--- src/rtl/pwm_bank.sv ---
// rtl/pwm_bank.sv - eight-channel LED PWM with shadow duty registers applied atomically at period wrap
module pwm_bank #(
   parameter int PRESC_LEN = 8
) (
   input  logic       clk,
   input  logic       rst,
   input  logic       wr_en,
   input  logic [2:0] wr_addr,
   input  logic [7:0] wr_data,
   input  logic       commit,
   output logic [7:0] led,
   output logic       frame_start,
   output logic       commit_pending
);

   logic [PRESC_LEN-1:0] presc;
   logic [7:0]           pwm_ctr;
   logic [7:0]           shadow [8];
   logic [7:0]           active [8];
   logic                 pending;
   logic                 tick;
   logic                 wrap;
   logic                 apply;

   assign tick  = &presc;
   assign wrap  = tick && (pwm_ctr == 8'hFF);
   // A commit arriving in the wrap cycle itself is honoured at that wrap.
   assign apply = wrap && (pending || commit);

   assign commit_pending = pending;

   always_ff @(posedge clk) begin
      if (rst) begin
         presc       <= '0;
         pwm_ctr     <= '0;
         pending     <= 1'b0;
         frame_start <= 1'b0;
         led         <= '0;
         for (int i = 0; i < 8; i++) begin
            shadow[i] <= '0;
            active[i] <= '0;
         end
      end else begin
         presc       <= presc + 1'b1;
         frame_start <= wrap;
         pending     <= wrap ? 1'b0 : (pending | commit);
         if (tick)
            pwm_ctr <= pwm_ctr + 8'd1;
         if (wr_en)
            shadow[wr_addr] <= wr_data;
         // Shadow is read before this cycle's write lands, so a same-cycle write is not applied.
         if (apply)
            for (int i = 0; i < 8; i++)
               active[i] <= shadow[i];
         for (int i = 0; i < 8; i++)
            led[i] <= (pwm_ctr < active[i]);
      end
   end

endmodule

--- config.mk ---
export PLATFORM = sky130hd
export DESIGN_NAME = pwm_bank
export DESIGN_NICKNAME = d
export VERILOG_FILES = /design/src/rtl/pwm_bank.sv
export SDC_FILE = /design/constraint.sdc
export NUM_CORES = 1
export LEC_CHECK = 0
export CAP_MARGIN = 40
export CORE_MARGIN = 2
export CORE_UTILIZATION = 50
export CTS_CLUSTER_DIAMETER = 30
export DETAILED_ROUTE_END_ITERATION = 7
export GPL_TIMING_DRIVEN = 1
export PLACE_DENSITY = 0.64
export REMOVE_ABC_BUFFERS = 1
export SLEW_MARGIN = 5
export SYNTH_ARGS = -nofsm -noshare
export SYNTH_HDL_FRONTEND = slang
export SYNTH_SLANG_ARGS = --single-unit
--- constraint.sdc ---
create_clock -name clk -period 12.22 [get_ports clk]
set_input_delay 1.222 -clock clk [delete_from_list [all_inputs] [get_ports clk]]
set_output_delay 1.222 -clock clk [all_outputs]
set_load 0.005 [all_outputs]
---- Yosys cells after proc, flatten, opt, wreduce, memory -nomap -nowiden ----
Memory sizes are Yosys's and may differ from the RTL's.
Index checks and enable logic that the tools add are counted.
cells by class
  reductions and logical operators ........ 6
  add/subtract/negate cells ............... 2
  multiplexer cells ....................... 19
  magnitude comparators ................... 8
  eq/ne operators ......................... 1
  bitwise operators ....................... 9
operators by type and width
  cell                                         count
  2-to-1 mux 8 bit                             9
  < comparator 8 bit                           8
  adder 8 x 1 -> 8 bit, second input constant  2
  2-to-1 mux 1 bit                             9
  bitwise OR 1 bit                             9
  equality test 8 bit, second input constant   1
  AND reduction 8 bit                          1
  OR reduction 8 bit                           1
  2-to-1 mux 3 bit                             1
  logical AND 1 bit                            2
  OR reduction 2 bit                           1
  logical OR 1 bit                             1
storage, ports and cells
  flip-flop bits (word level) ............. 26
  RAM bits ................................ 128
  memories kept ........................... 2
memories
  memory  words  bits a word  rd ports  clocked after Yosys merged registers in  write ports  line  source
  active  8      8            8         0                                        8            19    logic [7:0] active [8];
  shadow  8      8            8         0                                        8            18    logic [7:0] shadow [8];

---- Depth between registers and ports, before layout ----
  word-level depth ........................ 7
  mapped depth ............................ 7

---- Worst setup path before layout ----
Ideal clock, no wire load.
  path type ............................... input port to flip-flop
  from .................................... input commit
  to ...................................... memory active[0][0] (enable)
  library setup time ...................... 0.574 ns
  arrival time ............................ 5.789 ns
  stages .................................. 2
  path buffers ............................ 0
  path slack .............................. 5.857 ns
  path through ............................ nor2_1 -> o21ai_0
RTL lines
  element             line  source
  start: declaration  10    input logic commit,
  end: declaration    19

==> run summary <==
initial antenna violation count: 0
Slew @ Worst Pin: 0.761 ns
startpoint types: primary input
Ports: 25
Congestion Overflow GR: 0
vias post-DR: 4127
Cell variety after synth: 41
drt drc: 0
Core Box Area: 13900 um^2
total power: 1.18 mW
final setup margin: 9.25 ns
most frequent cells in the layout: edfxtp_1, and2_1, inv_1
fin nets: 671
Setup TNS: 0 ns
Sink Count: 154
capturing element type of the critical path: flip-flop
Die Y: 124 um
Worst Path Max Fanout: 46
multi-input logic area: 2490 um^2
post-place setup slack: 8.84 ns
VDD IR max: 94.1 uV
Starting Density: 51.4%
port bufs: 24
fin. max-slew vios: 0
1st-pass router iterations: 5
fin util: 58.8%
fin crit period: 2.97 ns
Synth-to-Final Area Change: 14.5%
die width: 124 um
fillers: 1128
Post-Route WL: 13200 um
Vias/cell: 5.22
Avg WL per Cell: 16.7 um
cell count after synthesis: 558
global-route wire length before repair: 20700 um
Clock transition at path regs: 0.06 ns
Final Setup Violations: 0
Top FF cell, synth: edfxtp_1
GRT Overall Usage: 19.1%
Post-Syn Area: 7160 um^2
Setup Skew: 0.00677 ns
Syn Area/Cell: 12.8 um^2
sequential element share of the synthesized area: 61.0%
unrepaired setup endpoints after global routing: no
CTS root buffer: clkbuf_16
vias in the first global route: 3977
worst endpoint required time: 12.35 ns
CP Data Arrival Time: 3.09 ns
Max-Cap Viols: 0
final HPWL from detailed placement: 8640 um
DRT iter0 DRCs: 224
antenna cells: 0
Min Hold Slack: 0.463 ns
Leakage: 3.31 nW
row count: 43
CTS Buffer Depth: 2
Post-CTS Setup Inserts: 0
GP Congestion: 0.754
number of synthesized flops with an enable pin: 128
CTS Buf Count: 17
Async SR Flop Fraction: 0%
post-CTS sizing: 0
CTS Hold Buffers Added: 0
HP Class: flip-flop to flip-flop
clk_lat worst skew: 0.43 ns
crit path kind: primary input to flip-flop
largest net degree at the start of global routing: 49
CTS tree: done
worst rel slew slack: 49.2%
final hold viol count: 0
DIE AREA: 15300 um^2
final period utilization: 24.3%
Register Area: 4360 um^2
Final ANT Viol Nets: 0
fmax: 0.337 GHz
commonest non-fill, non-tap cell in the layout: edfxtp_1
yosys warns: 0
share of post-route cells with drive strength above 1: 12.1%
PwrDens: 144 nW/um^2
status: completed
register bit total from synthesis: 154
CTS H-tree depth: 4
==> kinds of logic after synthesis <==
| family | Yosys count | synth area share, % |
|---|---|---|
| AOI/OAI and AO/OA | 70 | 6.98 |
| and+or+nand+nor | 194 | 16.3 |
| adders and majority gates | 58 | 10.1 |
| buffers and inverters | 72 | 4.37 |
| DFF | 154 | 61.0 |
| xor gates and xnor gates | 10 | 1.22 |
==> cell type report <==
type	count	share of cell area, %
Timing Repair Buffer	33	3.66
Clock inverter	14	1.98
Multi-Input combinational cell	332	30.4
Sequential cell	154	53.2
Clock buffer	18	5.24
Tap cell	180	2.75
Inverter	60	2.75
==> worst max-delay path: stages <==
cell      delay [ns]
buf_2           0.09
buf_4           0.27
inv_1           0.42
nand3b_1        0.33
nor3_2          0.43
or2_2           0.29
==> where the power goes <==
group          internal (mW)  total, mW  switching [mW]  leakage [nW]
sequential             0.594      0.601         0.00690          1.47
combinational         0.0204     0.0509          0.0305          1.54
clock                  0.307      0.527           0.220         0.294
==> worst paths after layout <==
check / from / to / slack [ns] / cells after the start
worst max-delay path: rst / shadow[0][2] / 9.25 / 6
worst min-delay path: presc[0] / presc[0] / 0.46 / 1
worst max register to register: pwm_ctr[1] / active[0][14] / 9.38 / 7
worst min register to register: presc[0] / presc[0] / 0.46 / 1
==> cell usage after synthesis, types with 3 or more instances <==
cell         n  area share [%]
nor3_2       3            0.42
nor3_1       3            0.21
a2111oi_0    7            0.86
nor4_1       3            0.26
nor2b_1     17             1.5
and2_2      23             2.4
nand2_1      7            0.37
o211ai_1     7            0.73
inv_1       60             3.1
and2_1      89             7.8
o21a_1       7            0.73
dfxtp_1     26             7.3
a21oi_1     12            0.84
xnor2_1      8            0.98
ha_1        58              10
a211oi_1     8            0.84
a21o_1       8            0.84
nand3_1      7            0.49
o21ai_0     10            0.70
edfxtp_1   128              54
nor2_1      30             1.6
o2111ai_1    9             1.1
==> registers in the layout (all words and copies together), names as in the netlist <==
signal          count
commit_pending      1
shadow             64
frame_start         1
pwm_ctr             8
led                 8
active             64
presc               8
==> routing by layer <==
| metal | GRT usage [%] | up-vias | wire length, um |
|---|---|---|---|
| li1 | - | 2052 | - |
| met1 | 22.8 | 1961 | 5900 |
| met2 | 32.1 | 82 | 6500 |
| met3 | 4.53 | 32 | 408 |
| met4 | 10.2 | 0 | 378 |
| met5 | 0 | - | 0 |
==> per-stage QoR <==
stage | instances | instance area, um^2
6_report | 791 | 8200
4_1_cts | 791 | 8200
3_5_place_dp | 759 | 7600
3_3_place_gp | 752 | 7550
5_1_grt | 791 | 8200
2_1_floorplan | 546 | 7070
Power figures use the tool's default switching activity.
